<file path="src/rtl/sr_pkg.sv">
// Shared definitions for the sr_bank set/reset storage bank:
// conflict-mode encoding and the per-channel next-state rule.
`timescale 1ns/1ps
package sr_pkg;

    typedef enum logic [1:0] {
        SR_HOLD    = 2'd0,
        SR_SET_DOM = 2'd1,
        SR_RST_DOM = 2'd2,
        SR_TOGGLE  = 2'd3
    } sr_mode_e;

    // clr outranks enable; s=r=1 resolves through the configured mode.
    function automatic logic sr_next(
        input logic     q,
        input logic     en,
        input logic     s,
        input logic     r,
        input logic     clr,
        input sr_mode_e mode
    );
        logic nq;
        nq = q;
        if (clr) begin
            nq = 1'b0;
        end else if (en) begin
            case ({s, r})
                2'b01:   nq = 1'b0;
                2'b10:   nq = 1'b1;
                2'b11: begin
                    case (mode)
                        SR_HOLD:    nq = q;
                        SR_SET_DOM: nq = 1'b1;
                        SR_RST_DOM: nq = 1'b0;
                        default:    nq = ~q;
                    endcase
                end
                default: nq = q;
            endcase
        end
        return nq;
    endfunction

endpackage

</file>
<file path="src/rtl/sr_cell.sv">
// One set/reset storage channel: state bit, registered edge pulses and
// the sticky conflict flag.
`timescale 1ns/1ps
module sr_cell
    import sr_pkg::*;
#(
    parameter int CONFLICT_MODE = 0
) (
    input  logic clk,
    input  logic i_rst_n,
    input  logic i_en,
    input  logic i_s,
    input  logic i_r,
    input  logic i_clr,
    input  logic i_conflict_clr,
    output logic o_q,
    output logic o_rise,
    output logic o_fall,
    output logic o_conflict
);

    localparam sr_mode_e MODE = sr_mode_e'(2'(CONFLICT_MODE));

    logic r_q;
    logic r_rise;
    logic r_fall;
    logic r_conflict;
    logic w_next;
    logic w_evt;

    assign w_next = sr_next(r_q, i_en, i_s, i_r, i_clr, MODE);
    // Detection ignores clr so a cleared channel still reports the conflict.
    assign w_evt  = i_en & i_s & i_r;

    always_ff @(posedge clk or negedge i_rst_n) begin
        if (!i_rst_n) begin
            r_q        <= 1'b0;
            r_rise     <= 1'b0;
            r_fall     <= 1'b0;
            r_conflict <= 1'b0;
        end else begin
            r_q        <= w_next;
            r_rise     <= ~r_q & w_next;
            r_fall     <= r_q & ~w_next;
            r_conflict <= w_evt | (r_conflict & ~i_conflict_clr);
        end
    end

    assign o_q        = r_q;
    assign o_rise     = r_rise;
    assign o_fall     = r_fall;
    assign o_conflict = r_conflict;

endmodule

</file>
<file path="src/rtl/sr_bank.sv">
// Bank of independent set/reset channels with a shared saturating counter
// of cycles in which any channel saw s=r=1 while enabled.
`timescale 1ns/1ps
module sr_bank
    import sr_pkg::*;
#(
    parameter int CHANNELS      = 4,
    parameter int CONFLICT_MODE = 0,
    parameter int CNT_W         = 8
) (
    input  logic                clk,
    input  logic                reset,
    input  logic [CHANNELS-1:0] en,
    input  logic [CHANNELS-1:0] s,
    input  logic [CHANNELS-1:0] r,
    input  logic                clr,
    input  logic                conflict_clr,
    output logic [CHANNELS-1:0] q,
    output logic [CHANNELS-1:0] q_rise,
    output logic [CHANNELS-1:0] q_fall,
    output logic [CHANNELS-1:0] conflict,
    output logic [CNT_W-1:0]    conflict_cnt
);

    if (CHANNELS < 1 || CHANNELS > 32) begin : g_bad_channels
        $error("sr_bank: CHANNELS must be 1..32");
    end
    if (CONFLICT_MODE < 0 || CONFLICT_MODE > 3) begin : g_bad_mode
        $error("sr_bank: CONFLICT_MODE must be 0..3");
    end
    if (CNT_W < 2 || CNT_W > 16) begin : g_bad_cnt_w
        $error("sr_bank: CNT_W must be 2..16");
    end

    localparam logic [CNT_W-1:0] CNT_MAX = '1;

    logic [CHANNELS-1:0] w_q;
    logic [CHANNELS-1:0] w_rise;
    logic [CHANNELS-1:0] w_fall;
    logic [CHANNELS-1:0] w_conflict;
    logic                w_any;
    logic [CNT_W-1:0]    r_cnt;

    for (genvar g = 0; g < CHANNELS; g++) begin : g_cell
        sr_cell #(
            .CONFLICT_MODE(CONFLICT_MODE)
        ) u_cell (
            .clk           (clk),
            .i_rst_n       (reset),
            .i_en          (en[g]),
            .i_s           (s[g]),
            .i_r           (r[g]),
            .i_clr         (clr),
            .i_conflict_clr(conflict_clr),
            .o_q           (w_q[g]),
            .o_rise        (w_rise[g]),
            .o_fall        (w_fall[g]),
            .o_conflict    (w_conflict[g])
        );
    end

    // Simultaneous events on several channels count as a single cycle.
    assign w_any = |(en & s & r);

    always_ff @(posedge clk or negedge reset) begin
        if (!reset) begin
            r_cnt <= '0;
        end else if (conflict_clr) begin
            r_cnt <= {{(CNT_W-1){1'b0}}, w_any};
        end else if (w_any && (r_cnt != CNT_MAX)) begin
            r_cnt <= r_cnt + 1'b1;
        end
    end

    assign q            = w_q;
    assign q_rise       = w_rise;
    assign q_fall       = w_fall;
    assign conflict     = w_conflict;
    assign conflict_cnt = r_cnt;

endmodule

</file>
<file path="config.mk">
export PLATFORM = sky130hd
export DESIGN_NAME = sr_bank
export DESIGN_NICKNAME = d
export VERILOG_FILES = /design/src/rtl/sr_pkg.sv /design/src/rtl/sr_cell.sv /design/src/rtl/sr_bank.sv
export SDC_FILE = /design/constraint.sdc
export NUM_CORES = 1
export LEC_CHECK = 0
export BUFFER_PORTS_ARGS = -buffer_cell sky130_fd_sc_hd__buf_4
export CAP_MARGIN = 10
export CELL_PAD_IN_SITES_DETAIL_PLACEMENT = 1
export CELL_PAD_IN_SITES_GLOBAL_PLACEMENT = 1
export CORE_AREA = 8 8 71 73
export CTS_CLUSTER_DIAMETER = 100
export DETAILED_ROUTE_END_ITERATION = 16
export DIE_AREA = 0 0 79 81
export PLACE_DENSITY_LB_ADDON = 0.2
export REMOVE_ABC_BUFFERS = 1
export SLEW_MARGIN = 20
export SYNTH_ARGS = -nofsm -noshare
export SYNTH_HDL_FRONTEND = slang
export SYNTH_SLANG_ARGS = --single-unit
</file>
<file path="constraint.sdc">
create_clock -name clk -period 1.47 [get_ports clk]
set_input_delay 0.147 -clock clk [delete_from_list [all_inputs] [get_ports clk]]
set_output_delay 0.147 -clock clk [all_outputs]
set_load 0.05 [all_outputs]
</file>
==> reports/metrics.yaml, run 1 <==
global_routing:
  grt_max_degree: 25
  grt_pass1_wl_um: 5300
  grt_usage_pct: 10.4
  grt-ovfl-total: 0
  grt_pass1_vias: 1145
  antenna_found_initial: 0
detailed_routing:
  vias: 1044
  drt-met1-wl_um: 1240
  dr.pass1.iters: 4
  dr_wl_met2_um: 1800
  drt_iter0_drc: 22
  wire_per_inst_um: 15.6
  drc: 0
  routed.top_layer: "met4"
  ant_nets: 0
  viasPerCell: 4.95
  wl_met3_um: 201
  routed_wl_um: 3290
yosys:
  ys_seq_area_share_pct: 48.0
  synth_edf_count: 0
  synth_top_area_cell: "dfrtp_1"
  synthTopCellsByCount: "24 x dfrtp_1, 16 x buf_4, 11 x inv_1, 9 x nor2_1, 8 x nand3_1"
  post-synth-top-count-cell: "dfrtp_1"
  async_reset_ff_share_pct: 100
  synth-seq-cells: 24
  synth_area_per_cell_um2: 10.0
  synth_area_um2: 1250
  syn_inst: 125
  synth_flop_cell: "dfrtp_1"
  synth_warnings: 0
  netlist-cell-type-count: 27
  synth_area_leaders: "dfrtp_1 48%, buf_4 9.6%, ha_1 5.0%"
  synth_top_area_share_pct: 48.0
power_and_ir_drop:
  seq_power_share_pct: 48.5
  p_sw_share_pct: 30.8
  combPwrFrac_pct: 25.8
  power_switching_uw: 450
  vdd.ir_drop.worst_v: 0.000290
  power_frac_clock_pct: 25.7
  leakage_nw: 0.828
  p_int_mw: 1.01
  powerDensity_nw_per_um2: 876
clock_tree:
  numClockSinks: 24
  cts_tree: "built"
  cts_buffer_depth: 2
  tritoncts.num_buffers: 3
  clk_pin_slew_ns: 0.08
  clock_latency_ns: 0.26
  h-tree-depth: 1
  cts-root-buf: "clkbuf_8"
timing:
  slew_viol_final: 0
  max_slew.worst_pin.slew_ns: 0.322
  finalSetupViolCount: 0
  post-route-period-util_pct: 96.8
  finalHoldViolCount: 0
  fmax_ghz: 0.703
  skew_ns: 0.00199
  post-route-min-period_ns: 1.42
  setup_tns_ns: 0
  rsz0062_at_grt: "yes"
  relSlewSlack_pct: 78.2
die:
  fp.dieH_um: 81
  die_area_um2: 6400
  dieWidth_um: 79
  core_um2: 3910
  start_util_pct: 32.0
  io_pins: 40
  rows: 23
cells_and_area:
  fin_nets: 184
  final_layout_size_suffix_gt1_share_pct: 40.4
  final_util_pct: 42.7
  diodes: 0
  syn2layout_area_growth_pct: 33.4
placed_design:
  gp_congestion: 0.755
  dpl.hpwl_um: 2560
  io_buffer_count: 39
worst_setup_path:
  endpoint_kind: "register"
  crit_fanout: 6
  start_kind: "register"
  cp.required_ns: 1.66
  critical_path_arrival_ns: 1.61
  worst-r2r-setup-slack_ns: 0.05
  critPathKind: "register to register"
flow_run:
  cap_violations: 0
run_status:
  outcome: "finished, final reports clean"
hold_path:
  min_path_type: "primary input to register"
[power by group through the flow]
stage	logic (mW)	clock network (mW)	registers (mW)
after floorplan	0.0834	0	0.833
after global placement	0.349	0	0.720
after detailed placement	0.361	0	0.722
after CTS	0.374	0.397	0.709
after global routing	0.410	0.420	0.714
final	0.377	0.376	0.710
[layout make-up]
class	instances	area [um^2]
Inverter	11	41.3
Multi-Input combinational cell	70	524
Sequential cell	24	601
Timing Repair Buffer	53	400
Tap cell	50	62.6
Fill cell	466	2240
Clock buffer	3	41.3
[critical path, stage by stage (launching register included)]
cell	delay, ns
dfrtp_1	0.39
ha_2	0.20
nand3_2	0.09
nor2_4	0.06
or4_1	0.47
a21oi_1	0.14
[kinds of logic (layout without fill, tap and decap cells)]
family	count (synthesis)	after routing	synth area share, %
AOI/OAI and AO/OA	22	22	12.4
adders and majority gates	5	5	5.00
buffers and inverters	31	67	14.7
DFF	24	24	48.0
muxes	5	5	4.10
and+or+nand+nor	38	38	15.9
[per-stage QoR]
stage	cell area (um^2)	hold WS, ns	instances	power [mW]	worst slack (ns)
floorplan	1110	-0.149	105	0.916	-0.335
finish	1670	0.132	211	1.46	0.0467
global route	1670	0.135	211	1.54	-0.0205
CTS	1630	0.140	210	1.48	-0.0219
detailed placement	1550	0.0665	205	1.08	-0.104
global placement	1550	0.0684	205	1.07	0.00550
[per-layer routing]
layer  GRT usage, %  vias up
met2           19.4       24
li1               -      495
met5              0        -
met3           3.53        5
met4           3.33        0
met1           10.8      520
[state kept, by name, summed over array words and instances, names as in the netlist]
| register | count |
|---|---|
| conflict_cnt | 8 |
| g_cell.u_cell.o_conflict | 4 |
| g_cell.u_cell.o_fall | 4 |
| g_cell.u_cell.o_q | 4 |
| g_cell.u_cell.o_rise | 4 |
[final timing paths]
kind | endpoint | startpoint | depth (start not counted)
hold / removal | conflict_cnt[4]$_DFFE_PN0P_ | conflict_clr | 2
min in group asynchronous | conflict_cnt[2]$_DFFE_PN0P_ | reset | 2
setup / recovery | conflict_cnt[3]$_DFFE_PN0P_ | conflict_cnt[1]$_DFFE_PN0P_ | 5
setup reg to reg | conflict_cnt[3]$_DFFE_PN0P_ | conflict_cnt[1]$_DFFE_PN0P_ | 5
hold reg to reg | g_cell[3].u_cell.o_rise$_DFF_PN0_ | g_cell[3].u_cell.o_q$_DFF_PN0_ | 1
max in group asynchronous | conflict_cnt[3]$_DFFE_PN0P_ | reset | 2
[timing repair]
item	4_1_cts	5_1_grt
pin swaps	1	6
hold buffers	1	0
endpoints found under the setup margin	3	3
buffers inserted	1	1
endpoints found under the hold margin	24	0
gates resized for setup	4	7
[cells in the final DEF, fill, tap and decap left out, types with 2 or more instances in the layout]
| cell type | netlist | routed |
|---|---|---|
| nand3_2 | 0 | 2 |
| nand3_1 | 8 | 5 |
| clkbuf_8 | 0 | 3 |
| o21a_1 | 4 | 4 |
| buf_4 | 16 | 52 |
| inv_1 | 11 | 11 |
| nand2_1 | 4 | 4 |
| ha_1 | 5 | 4 |
| nor3_1 | 4 | 4 |
| dfrtp_1 | 24 | 24 |
| or4_1 | 3 | 2 |
| mux2i_1 | 4 | 4 |
| o311ai_1 | 2 | 2 |
| nor2_1 | 9 | 9 |
| o21ai_0 | 4 | 4 |
| o41ai_1 | 4 | 4 |
| a21oi_1 | 3 | 2 |
| nand2b_1 | 4 | 4 |
| o31ai_1 | 2 | 2 |
| o211ai_1 | 3 | 3 |
(Power assumes the default switching activity.)
==> run 2, diff against run 1 <==
- ABC_AREA: unset -> 1
- CORE_AREA: 8 8 71 73 -> 8 8 73 75
- DIE_AREA: 0 0 79 81 -> 0 0 81 83
==> run 2 against run 1 <==
Net effect:
- global-route usage hardly changed
- sequential cell count stayed put
- synthesized area is 6.4% higher
- count of clock-buffer cells in the layout stayed put
- maximum frequency is 6.6% higher
- first-iteration DRC count is 110% higher
- setup slack better by 0.088 ns
- largest cell class unchanged
- die area is 5.1% higher
- clock skew is 0.00055 ns higher
- utilization is 2.9 points lower
- via count is 9.3% higher
- design area is 0.23% higher
==> reports/metrics.yaml, run 2 <==
timing:
  relSlewSlack_pct: 76.0
  post-route-min-period_ns: 1.34
  post-route-period-util_pct: 90.9
  fmax_ghz: 0.749
  skew_ns: 0.00253
  finalHoldViolCount: 0
  rsz0062_at_grt: "no"
  max_slew.worst_pin.slew_ns: 0.360
  finalSetupViolCount: 0
  hold_slack_ns: 0.143
  slew_viol_final: 0
yosys:
  ys_seq_area_share_pct: 45.1
  synth_area_um2: 1330
  synth_flop_cell: "dfrtp_1"
  post-synth-top-count-cell: "nand2_1"
  synth-seq-cells: 24
  synth_area_per_cell_um2: 7.93
  synth_warnings: 0
  synthTopCellsByCount: "37 x nand2_1, 27 x inv_1, 24 x dfrtp_1, 19 x nand3_1, 17 x nor2_1"
  synth_edf_count: 0
  async_reset_ff_share_pct: 100
  netlist-cell-type-count: 20
  synth_area_leaders: "dfrtp_1 45%, nand2_1 10%, buf_4 9.0%"
  syn_inst: 168
  synth_top_area_share_pct: 45.1
  synth_top_area_cell: "dfrtp_1"
clock_tree:
  cts-root-buf: "clkbuf_8"
  h-tree-depth: 1
  cts_buffer_depth: 2
  numClockSinks: 24
  tritoncts.num_buffers: 3
  clock_latency_ns: 0.27
  clk_pin_slew_ns: 0.09
  cts_tree: "built"
worst_setup_path:
  critical_path_arrival_ns: 1.50
  crit_fanout: 5
  cp.required_ns: 1.64
  endpoint_kind: "register"
  start_kind: "register"
  critPathKind: "register to register"
cells_and_area:
  seqCellArea_um2: 601
  final_common_cell: "buf_4"
  final_layout_size_suffix_gt1_share_pct: 27.3
  fin_nets: 220
  diodes: 0
  syn2layout_area_growth_pct: 25.6
  multi_input_area_um2: 514
  layout_common_cells: "41 x buf_4, 37 x nand2_1, 26 x inv_1, 24 x dfrtp_1, 19 x nand3_1"
  fill_cells: 523
  largest_reg_flops: 8
placed_design:
  dpl.hpwl_um: 2670
  gp_congestion: 0.784
  io_buffer_count: 39
power_and_ir_drop:
  powerDensity_nw_per_um2: 1050
  combPwrFrac_pct: 25.5
  p_sw_share_pct: 31.2
  p_int_mw: 1.21
  power_mw: 1.76
  leakage_nw: 0.955
  power_switching_uw: 547
  power_frac_clock_pct: 33.0
  seq_power_share_pct: 41.5
  vdd.ir_drop.worst_v: 0.000551
detailed_routing:
  dr.pass1.iters: 4
  ant_nets: 0
  drc: 0
  wire_per_inst_um: 13.7
  routed_wl_um: 3420
  drt_iter0_drc: 47
  vias: 1141
  viasPerCell: 4.56
die:
  io_pins: 40
  dieWidth_um: 81
  start_util_pct: 31.7
  die_area_um2: 6720
  rows: 24
  fp.dieH_um: 83
  core_um2: 4200
global_routing:
  grt_pass1_vias: 1238
  grt_pass1_wl_um: 5670
  grt_usage_pct: 10.4
  antenna_found_initial: 0
  grt_max_degree: 25
  grt-ovfl-total: 0
run_status:
  outcome: "finished, final reports clean"
hold_path:
  min_path_type: "primary input to register"
flow_run:
  cap_violations: 0
==> run 2: cell types whose count changed in the layout (fill, tap and decap cells not counted), moves of 3 or more <==
| cell | delta |
|---|---|
| nand2_1 | +33 |
| inv_1 | +15 |
| nand3_1 | +14 |
| buf_4 | -11 |
| nor2_1 | +7 |
| a21oi_1 | +5 |
| mux2i_1 | -4 |
| nand2b_1 | -4 |
| nor3_1 | -4 |
| o21a_1 | -4 |
| o21ai_1 | +4 |
| o41ai_1 | -4 |
| o211ai_1 | -3 |
==> run 2: area by class of cell <==
class                      count  area share, %
multi-input combinational    100           30.7
clock buffer                   3           2.47
tap                           52           3.89
clock inverter                 1           1.79
sequential                    24           35.9
timing repair buffer          42           19.0
inverter                      28           6.28
==> run 2: power groups by stage <==
stage          Clock (mW)  Sequential (mW)  Combinational (mW)
2_1_floorplan           0            0.901               0.107
3_3_place_gp            0            0.743               0.419
3_5_place_dp            0            0.747               0.428
4_1_cts             0.602            0.734               0.432
5_1_grt             0.624            0.734               0.485
6_report            0.581            0.729               0.447
==> run 2: through the flow <==
| step | utilization [%] | area, um^2 | worst slack, ns | std cells | setup TNS (ns) |
|---|---|---|---|---|---|
| 4_1_cts | 39.2 | 1650 | 0.0333 | 247 | 0 |
| 3_3_place_gp | 37.3 | 1570 | 0.113 | 242 | 0 |
| 5_1_grt | 39.8 | 1670 | 0.00397 | 250 | 0 |
| 3_5_place_dp | 37.3 | 1570 | 0.0546 | 242 | 0 |
| 2_1_floorplan | - | 1210 | -0.168 | 151 | -1.15 |
| 6_report | 39.8 | 1670 | 0.134 | 250 | 0 |
==> run 2: final timing paths <==
kind | start | endpoint | slack (ns) | depth (start not counted)
max in group asynchronous | reset | conflict_cnt[2]$_DFFE_PN0P_ | 0.92 | 2
min reg2reg | g_cell[3].u_cell.o_conflict$_DFF_PN0_ | g_cell[3].u_cell.o_conflict$_DFF_PN0_ | 0.50 | 2
min in group asynchronous | reset | conflict_cnt[3]$_DFFE_PN0P_ | 0.30 | 2
max | conflict_cnt[0]$_DFFE_PN0P_ | conflict_cnt[3]$_DFFE_PN0P_ | 0.13 | 8
min | en[3] | g_cell[3].u_cell.o_conflict$_DFF_PN0_ | 0.14 | 3
max reg2reg | conflict_cnt[0]$_DFFE_PN0P_ | conflict_cnt[3]$_DFFE_PN0P_ | 0.13 | 8
==> run 2: routing by layer <==
metal  share of wire (%)  wire [um]  vias up  track usage [%]
li1                    -          -      567                -
met1                  42       1430      543             11.8
met2                  51       1750       26             17.8
met3                 5.8        198        5             3.13
met4                 1.2         41        0             3.41
met5                   0          0        -                0
==> run 2: critical path, cell delays in order (launching register included) <==
cell	delay [ns]
dfrtp_1	0.38
ha_1	0.20
nand2_1	0.11
inv_2	0.10
nand3_2	0.12
o21ai_4	0.13
nand2_4	0.08
nand2_1	0.07
nand2_1	0.04
==> run 2: kinds of logic (layout without fill, tap and decap cells) <==
group                      count (synthesis)  after routing  synth area share, %
and+or+nand+nor                           79             79                 26.3
buffers and inverters                     45             74                 17.2
DFF                                       24             24                 45.1
AOI/OAI and AO/OA                         14             15                 6.10
adders and majority gates                  5              5                 4.69
xor gates and xnor gates                   1              1                0.657
==> run 2: repair_timing <==
action | in CTS | in global routing
endpoints found under the setup margin | 0 | 8
hold buffers | 1 | 0
endpoints found under the hold margin | 24 | 0
resized for setup | 0 | 2
setup buffers | 0 | 2
==> run 3, diff against run 2 <==
- SYNTH_HIERARCHICAL: unset -> 1
==> run 3 against run 2 <==
Net effect:
- synthesized cell count unchanged
- total power decreased by 0.94%
- count of clock-buffer cells in the layout unchanged
- critical path type unchanged
- setup slack got worse by 0.024 ns
- worst hold slack got worse by 0.0070 ns
- sequential power decreased by 2%
- die area unchanged
- global-route usage increased by 1.6 points
- sequential share of layout area decreased by 1.6 points
- utilization increased by 2.1 points
- synthesized area decreased by 2.0%
- register-to-register slack got worse by 0.02 ns
==> reports/metrics.yaml, run 3 <==
placed_design:
  dpl.hpwl_um: 3080
  gp_congestion: 0.774
  io_buffer_count: 39
  place_inst: 260
yosys:
  synth_top_area_share_pct: 46.0
  synth-compound-area-share_pct: 5.84
  synth_top_family_by_area: "simple AND/OR/NAND/NOR gates"
  post-synth-top-count-cell: "inv_1"
  synth-seq-cells: 24
  synthTopCellsByCount: "36 x inv_1, 28 x nand3_1, 25 x nand2_1, 24 x dfrtp_1, 17 x nor2_1"
  synth_area_per_cell_um2: 7.78
  synth_area_leaders: "dfrtp_1 46%, nand3_1 11%, inv_1 10%"
  synth_warnings: 6
  synthAdderAreaFrac_pct: 4.79
  synth_edf_count: 0
  synth_area_um2: 1310
  netlist-cell-type-count: 20
  async_reset_ff_share_pct: 100
  ys_seq_area_share_pct: 46.0
  synth-simple-area-share_pct: 30.7
  synthXorXnorAreaFrac_pct: 1.34
  synth.area.mux_share_pct: 0
  syn_inst: 168
  synth_top_area_cell: "dfrtp_1"
  synth_flop_cell: "dfrtp_1"
worst_setup_path:
  r2r-end: "conflict_cnt[4]$_DFFE_PN0P_"
  critPathKind: "register to register"
  cp.required_ns: 1.64
  worst-r2r-setup-slack_ns: 0.11
  ff2ff_path_depth: 8
  start_kind: "register"
  critical_path_arrival_ns: 1.53
  crit_fanout: 9
  endpoint_kind: "register"
  worst_r2r_startpoint: "conflict_cnt[1]$_DFFE_PN0P_"
die:
  dieWidth_um: 81
  start_util_pct: 31.1
  die_area_um2: 6720
  fp.dieH_um: 83
  io_pins: 40
  rows: 24
  core_um2: 4200
cells_and_area:
  fin_cells: 265
  fin_nets: 235
  diodes: 0
  final_common_cell: "buf_4"
  largest_reg_flops: 8
  layout_common_cells: "41 x buf_4, 36 x inv_1, 28 x nand3_1, 25 x nand2_1, 22 x dfrtp_1"
  syn2layout_area_growth_pct: 34.8
  final_layout_size_suffix_gt1_share_pct: 28.2
power_and_ir_drop:
  leakage_nw: 0.991
  combPwrFrac_pct: 24.9
  seq_power_share_pct: 41.3
  p_sw_share_pct: 31.1
  power_mw: 1.74
  vdd.ir_drop.worst_v: 0.000307
  power_frac_clock_pct: 33.8
  powerDensity_nw_per_um2: 989
  power_switching_uw: 541
  p_int_mw: 1.20
timing:
  skew_ns: 0.00299
  rsz0062_at_grt: "no"
  relSlewSlack_pct: 77.9
  hold_slack_ns: 0.136
  slew_viol_final: 0
  post-route-min-period_ns: 1.36
  post-route-period-util_pct: 92.5
  finalSetupViolCount: 0
  fmax_ghz: 0.736
  finalHoldViolCount: 0
  max_slew.worst_pin.slew_ns: 0.332
clock_tree:
  numClockSinks: 24
  cts_buffer_depth: 2
  cts_setup_buffers: 0
  tritoncts.num_buffers: 3
  h-tree-depth: 1
  clk_pin_slew_ns: 0.09
  cts_tree: "built"
  cts-root-buf: "clkbuf_8"
  clock_latency_ns: 0.27
hold_path:
  min_path_type: "primary input to register"
  min_delay_worst_endpoint: "g_cell[2].u_cell/o_conflict$_DFF_PN0_"
  min_path_cells: 3
  hp-start: "s[2]"
detailed_routing:
  viasPerCell: 4.81
  drt_iter0_drc: 33
  dr.pass1.iters: 4
  vias: 1275
  ant_nets: 0
  routed_wl_um: 3930
  wire_per_inst_um: 14.8
  drc: 0
run_status:
  outcome: "finished, final reports clean"
global_routing:
  grt_max_degree: 25
  grt_pass1_wl_um: 6480
  antenna_found_initial: 0
  grt_usage_pct: 12.0
  grt-ovfl-total: 0
  grt_pass1_vias: 1401
flow_run:
  cap_violations: 0
[run 3: logic make-up after synthesis]
family,count (synthesis)
flip-flops,24
AND/OR/NAND/NOR,85
buffers and inverters,39
XOR/XNOR,2
adder cells (fa/ha/maj),5
AO/OA/AOI/OAI,13
[run 3: power by group through the flow]
stage,Clock (mW),Combinational (mW),Sequential (mW)
final,0.589,0.433,0.718
after global routing,0.629,0.469,0.722
after CTS,0.610,0.439,0.718
after detailed placement,0,0.435,0.730
after global placement,0,0.416,0.728
after floorplan,0,0.123,0.858
[run 3: timing repair]
action	4_1_cts	5_1_grt
endpoints found under the setup margin	0	8
hold buffers	1	0
gates resized for setup	0	3
hold endpoints to repair	24	0
[run 3: per-layer routing]
layer | routed length, um | up-vias | part of all wire [%] | global-route usage, %
li1 | - | 613 | - | -
met1 | 1670 | 632 | 43 | 13.5
met2 | 2040 | 25 | 52 | 21.5
met3 | 164 | 5 | 4.2 | 2.05
met4 | 47 | 0 | 1.2 | 3.90
met5 | 0 | - | 0 | 0
[run 3: critical path: stages (launching register included)]
cell     delay (ns)
dfrtp_1        0.37
ha_1           0.20
nand2_1        0.10
inv_2          0.10
nand3_2        0.10
o21ai_4        0.14
nand2_2        0.12
nand2_1        0.07
nand2_1        0.05
[run 3: worst max path at each step]
stage,from,endpoint,cells after the start
finish,conflict_cnt[1]$_DFFE_PN0P_,conflict_cnt[4]$_DFFE_PN0P_,8
global route,conflict_cnt[0]$_DFFE_PN0P_,conflict_cnt[5]$_DFFE_PN0P_,6
floorplan,conflict_cnt[1]$_DFFE_PN0P_,conflict_cnt[4]$_DFFE_PN0P_,8
global placement,conflict_cnt[0]$_DFFE_PN0P_,conflict_cnt[7]$_DFFE_PN0P_,6
CTS,conflict_cnt[0]$_DFFE_PN0P_,conflict_cnt[5]$_DFFE_PN0P_,6
detailed placement,conflict_cnt[0]$_DFFE_PN0P_,conflict_cnt[5]$_DFFE_PN0P_,6
[run 3: cell type report]
class	count	area, um^2
fill	542	2440
tap	52	65.1
clock buffer	3	41.3
clock inverter	1	30.0
multi-input combinational	105	561
timing repair buffer	42	318
sequential	24	603
inverter	38	143
[run 3: metrics by stage]
step | TNS (ns) | utilization [%] | instance area [um^2] | setup slack [ns]
3_5_place_dp | 0 | 39.8 | 1670 | 0.0560
2_1_floorplan | -0.871 | - | 1300 | -0.145
5_1_grt | 0 | 41.9 | 1760 | 0.0178
6_report | 0 | 41.9 | 1760 | 0.111
4_1_cts | 0 | 41.8 | 1760 | 0.0165
3_3_place_gp | 0 | 39.8 | 1670 | 0.140
